**src/rtl/regfile_sb.sv**
```systemverilog
// Parametrised register file with write-back bypass, optional hardwired zero
// register and a per-register pending-write scoreboard for RAW stall detection.
module regfile_sb #(
    parameter int unsigned DATA_W   = 16,
    parameter int unsigned ADDR_W   = 3,
    parameter int unsigned RD_PORTS = 2,
    parameter int unsigned MAX_PEND = 3,
    parameter int unsigned ZERO_REG = 1
) (
    input  logic                         clk_i,
    input  logic                         rst_i,
    input  logic [RD_PORTS*ADDR_W-1:0]   rd_addr_i,
    output logic [RD_PORTS*DATA_W-1:0]   rd_data_o,
    output logic [RD_PORTS-1:0]          rd_busy_o,
    input  logic                         issue_valid_i,
    input  logic [ADDR_W-1:0]            issue_addr_i,
    output logic                         issue_ready_o,
    input  logic                         wb_valid_i,
    input  logic [ADDR_W-1:0]            wb_addr_i,
    input  logic [DATA_W-1:0]            wb_data_i,
    input  logic                         flush_i,
    output logic                         wb_err_o
);

    localparam int unsigned NREGS   = 1 << ADDR_W;
    localparam int unsigned CNT_W   = $clog2(MAX_PEND + 1);
    localparam bit          ZERO_EN = (ZERO_REG != 0);

    logic [DATA_W-1:0] regs [NREGS];
    logic [CNT_W-1:0]  cnt  [NREGS];

    logic [NREGS-1:0]  wb_hit_c;
    logic [CNT_W-1:0]  pend_c [NREGS];
    logic              issue_zero_c;
    logic              wb_zero_c;
    logic              issue_acc_c;
    logic              wb_err_next_c;

    // Claims still outstanding once this cycle's write-back retires one.
    always_comb begin
        for (int unsigned a = 0; a < NREGS; a++) begin
            wb_hit_c[a] = wb_valid_i && (wb_addr_i == ADDR_W'(a)) && (cnt[a] != '0);
            pend_c[a]   = cnt[a] - CNT_W'(wb_hit_c[a]);
        end
    end

    // Read ports: zero register first, then same-cycle bypass, then array.
    always_comb begin
        rd_data_o = '0;
        rd_busy_o = '0;
        for (int unsigned p = 0; p < RD_PORTS; p++) begin
            if (ZERO_EN && (rd_addr_i[p*ADDR_W +: ADDR_W] == '0)) begin
                rd_data_o[p*DATA_W +: DATA_W] = '0;
                rd_busy_o[p]                  = 1'b0;
            end else begin
                if (wb_valid_i && (wb_addr_i == rd_addr_i[p*ADDR_W +: ADDR_W])) begin
                    rd_data_o[p*DATA_W +: DATA_W] = wb_data_i;
                end else begin
                    rd_data_o[p*DATA_W +: DATA_W] = regs[rd_addr_i[p*ADDR_W +: ADDR_W]];
                end
                rd_busy_o[p] = (pend_c[rd_addr_i[p*ADDR_W +: ADDR_W]] != '0);
            end
        end
    end

    // Claim acceptance; a retiring write-back frees a slot in the same cycle.
    always_comb begin
        issue_zero_c  = ZERO_EN && (issue_addr_i == '0);
        wb_zero_c     = ZERO_EN && (wb_addr_i == '0);
        issue_ready_o = issue_zero_c || (pend_c[issue_addr_i] < CNT_W'(MAX_PEND));
        issue_acc_c   = issue_valid_i && issue_ready_o && !flush_i && !issue_zero_c;
        wb_err_next_c = wb_valid_i && (cnt[wb_addr_i] == '0) && !flush_i && !wb_zero_c;
    end

    // Data array: write-back lands regardless of claims or flush.
    always_ff @(posedge clk_i) begin
        if (rst_i) begin
            for (int unsigned a = 0; a < NREGS; a++) begin
                regs[a] <= '0;
            end
        end else if (wb_valid_i && !wb_zero_c) begin
            regs[wb_addr_i] <= wb_data_i;
        end
    end

    // Scoreboard counters; flush discards every outstanding claim.
    always_ff @(posedge clk_i) begin
        if (rst_i || flush_i) begin
            for (int unsigned a = 0; a < NREGS; a++) begin
                cnt[a] <= '0;
            end
        end else begin
            for (int unsigned a = 0; a < NREGS; a++) begin
                cnt[a] <= cnt[a]
                          + CNT_W'(issue_acc_c && (issue_addr_i == ADDR_W'(a)))
                          - CNT_W'(wb_hit_c[a]);
            end
        end
    end

    always_ff @(posedge clk_i) begin
        if (rst_i) begin
            wb_err_o <= 1'b0;
        end else begin
            wb_err_o <= wb_err_next_c;
        end
    end

endmodule

```
**config.mk**
```make
export PLATFORM = sky130hd
export DESIGN_NAME = regfile_sb
export DESIGN_NICKNAME = d
export VERILOG_FILES = /design/src/rtl/regfile_sb.sv
export SDC_FILE = /design/constraint.sdc
export NUM_CORES = 1
export LEC_CHECK = 0
export ABC_AREA = 0
export CORE_MARGIN = 2
export CORE_UTILIZATION = 46
export CTS_CLUSTER_SIZE = 28
export DETAILED_ROUTE_END_ITERATION = 8
export PLACE_DENSITY = 0.66
export RECOVER_POWER = 25
export SKIP_CTS_REPAIR_TIMING = 1
export SLEW_MARGIN = 30
export SYNTH_ARGS = -nofsm -noshare
export SYNTH_HDL_FRONTEND = slang
export SYNTH_SLANG_ARGS = --single-unit
```
**constraint.sdc**
```tcl
create_clock -name clk_i -period 3.8 [get_ports clk_i]
set_input_delay 1.14 -clock clk_i [delete_from_list [all_inputs] [get_ports clk_i]]
set_output_delay 1.14 -clock clk_i [all_outputs]
set_load 0.1 [all_outputs]
```
==> results.json <==
{
  "ios": 69,
  "holdCritPathClass": "register to register",
  "final_layout_size_suffix_gt1_share_pct": 36.8,
  "hold_viol_final": 0,
  "htree_levels": 4,
  "clock-sinks": 145,
  "power_density_nw_per_um2": 428,
  "diodes": 0,
  "viasPerCell": 6.06,
  "post_synth_num_cell_types": 55,
  "start_util_pct": 47.0,
  "pre_cts_ws_ns": -0.503,
  "yosysWarnings": 0,
  "cp_max_fo": 5,
  "yosys.area_share.adder_pct": 1.15,
  "finalSetupViolCount": 3,
  "path_class": "input pin to primary output",
  "grt_max_degree": 34,
  "p_sw_share_pct": 30.7,
  "fin_nets": 831,
  "portBuffers": 68,
  "syn_inst": 649,
  "coreArea_um2": 18000,
  "cp_cell_sequence": "buf_12 -> buf_8 -> or4b_4 -> nand4_1 -> nand4_1 -> o31ai_4 -> buf_12",
  "clk_pin_slew_ns": 0.06,
  "violations": "capacitance limit, slew limit, setup timing",
  "wl_um": 23900,
  "busiest_layer": "met2",
  "dpl.hpwl_um": 15200,
  "slew_viol_final": 34,
  "synth_compound_area_share_pct": 5.84,
  "fmax_mhz": 261,
  "antenna_left": 0,
  "relSlewSlack_pct": -36.7,
  "yosysSeqAreaShare_pct": 49.3,
  "netSwitchingPower_w": 0.00154,
  "final_cell_mix": "edfxtp_1, and2_1, mux4_2",
  "crit_start": "wb_addr_i[0]",
  "cts_root_buf": "clkbuf_16",
  "synth_top_family_by_area": "multiplexers",
  "row_count": 49,
  "grt_overflow": 0,
  "die_w_um": 140,
  "grt_pass1_vias": 6345,
  "tightest_slew_ns": 2.05,
  "fin_cells": 1033,
  "fin_ws_ns": -0.0243,
  "start_kind": "input pin",
  "vias": 6255,
  "cts-buffers-inserted": 17,
  "dieArea_um2": 19500,
  "wl_per_cell_um": 23.1,
  "die_height_um": 140,
  "slowest_stage": "or4b_4",
  "end_kind": "primary output",
  "use_met3_pct": 4.99,
  "rr_startpoint": "cnt[3][1]",
  "clk_latency_ns": 0.43,
  "whs_ns": 0.488,
  "synth_xor_xnor_area_share_pct": 1.34,
  "synth_area_um2": 8480,
  "track_usage_pct": 24.0,
  "cp_data_required_time_ns": 2.66,
  "place_congestion": 0.875,
  "syn_avg_cell_area_um2": 13.1,
  "cap_violations": 1,
  "period_share_pct": 101,
  "fin_crit_ns": 3.82,
  "muxShareOfSynthArea_pct": 21.0,
  "power_frac_comb_pct": 28.9,
  "place_inst": 978,
  "seqPwrFrac_pct": 37.3,
  "syn2layout_area_growth_pct": 38.5,
  "antenna_found_initial": 0,
  "final_common_cell": "edfxtp_1",
  "synth_flop_cell": "edfxtp_1",
  "ys_ff_latch": 145,
  "status": "finished with violations",
  "use_met2_pct": 40.5,
  "drc_errors": 0,
  "cts_tree": "built",
  "crit_arrival_ns": 2.68,
  "cts.path.max_buffers": 2,
  "internal_power_w": 0.00348,
  "peakVddDrop_mv": 0.317,
  "skew_ns": 0.00461,
  "async_flop_share_pct": 0,
  "use_met1_pct": 31.2,
  "rsz0062_at_grt": "true",
  "slowest_delay_ns": 0.53,
  "leakage_nw": 4.34,
  "p_clk_share_pct": 33.8,
  "synth_edf_count": 128,
  "grt_pass1_wl_um": 35000,
  "synth-simple-area-share_pct": 18.0,
  "hp-start": "cnt[0][1]",
  "dr.pass1.iters": 5,
  "drtIter0Drc": 520
}
sequential cells by signal (all words and copies together) (netlist names):
register	flops
cnt	16
wb_err_o	1
regs	128
final timing paths:
path                                       to  slack [ns]  depth (start not counted)
worst max register to register      cnt[1][1]        1.87                          8
worst min register to register      cnt[0][1]        0.49                          1
worst max-delay path            issue_ready_o       -0.02                          7
worst min-delay path                cnt[0][1]        0.49                          1
Yosys cell counts (all sizes together), types with 7 or more instances:
| cell type | n | area (um^2) |
|---|---|---|
| xor2 | 7 | 61.3 |
| nand4 | 8 | 50.1 |
| nor3 | 9 | 50.1 |
| mux2i | 34 | 340 |
| a21oi | 7 | 35.0 |
| o21ai | 7 | 35.0 |
| a211oi | 39 | 293 |
| nand2 | 26 | 100 |
| ha | 7 | 87.6 |
| edfxtp | 128 | 3840 |
| nor2 | 54 | 203 |
| and2 | 119 | 744 |
| dfxtp | 17 | 340 |
| buf | 26 | 161 |
| clkbuf | 26 | 98.8 |
| mux4 | 64 | 1440 |
metrics by stage:
stage	setup TNS, ns	util, %	power [W]	instance area [um^2]
after CTS	-12.88	63.0	0.00498	11400
after global routing	-0.135	65.2	0.00516	11700
after detailed placement	-12.84	59.7	0.00330	10800
after floorplan	-4.65	-	0.00282	9160
final	-0.0627	65.2	0.00503	11700
after global placement	-11.25	59.7	0.00328	10800
per-layer routing:
metal  vias to the layer above  wire length (um)
li1                       2731                 -
met5                         -                 0
met4                         0               405
met2                       279             12000
met3                        36              1720
met1                      3209              9800
power groups by stage:
| stage | Combinational [W] | Clock (W) | Sequential (W) |
|---|---|---|---|
| after global placement | 0.00138 | 0 | 0.00190 |
| after detailed placement | 0.00139 | 0 | 0.00191 |
| after global routing | 0.00150 | 0.00177 | 0.00188 |
| after CTS | 0.00140 | 0.00171 | 0.00187 |
| final | 0.00145 | 0.00170 | 0.00188 |
| after floorplan | 0.000933 | 0 | 0.00189 |
kinds of logic (layout without fill, tap and decap cells):
family                     after synthesis  after routing
AOI/OAI and AO/OA                       69             69
muxes                                   98             98
xor gates and xnor gates                13             13
other                                    1             16
adders and majority gates                8              8
and+or+nand+nor                        259            259
buffers and inverters                   56            196
DFF                                    145            145
final cells by class:
| class | count | area, um^2 |
|---|---|---|
| fillers | 1322 | 6280 |
| multi-input cells | 463 | 4640 |
| flip-flops and latches | 145 | 4180 |
| repair buffers | 160 | 2030 |
| clock buffers | 21 | 440 |
| well taps | 229 | 287 |
| clock inverters | 11 | 155 |
| inverters | 4 | 15.0 |
worst max-delay path: cells and delay by family:
family	cells	cell delay, ns
AO/OA/AOI/OAI	1	0.29
buffers and inverters	3	0.44
AND/OR/NAND/NOR	3	0.81
No activity file was read; power rests on OpenSTA's default activity.
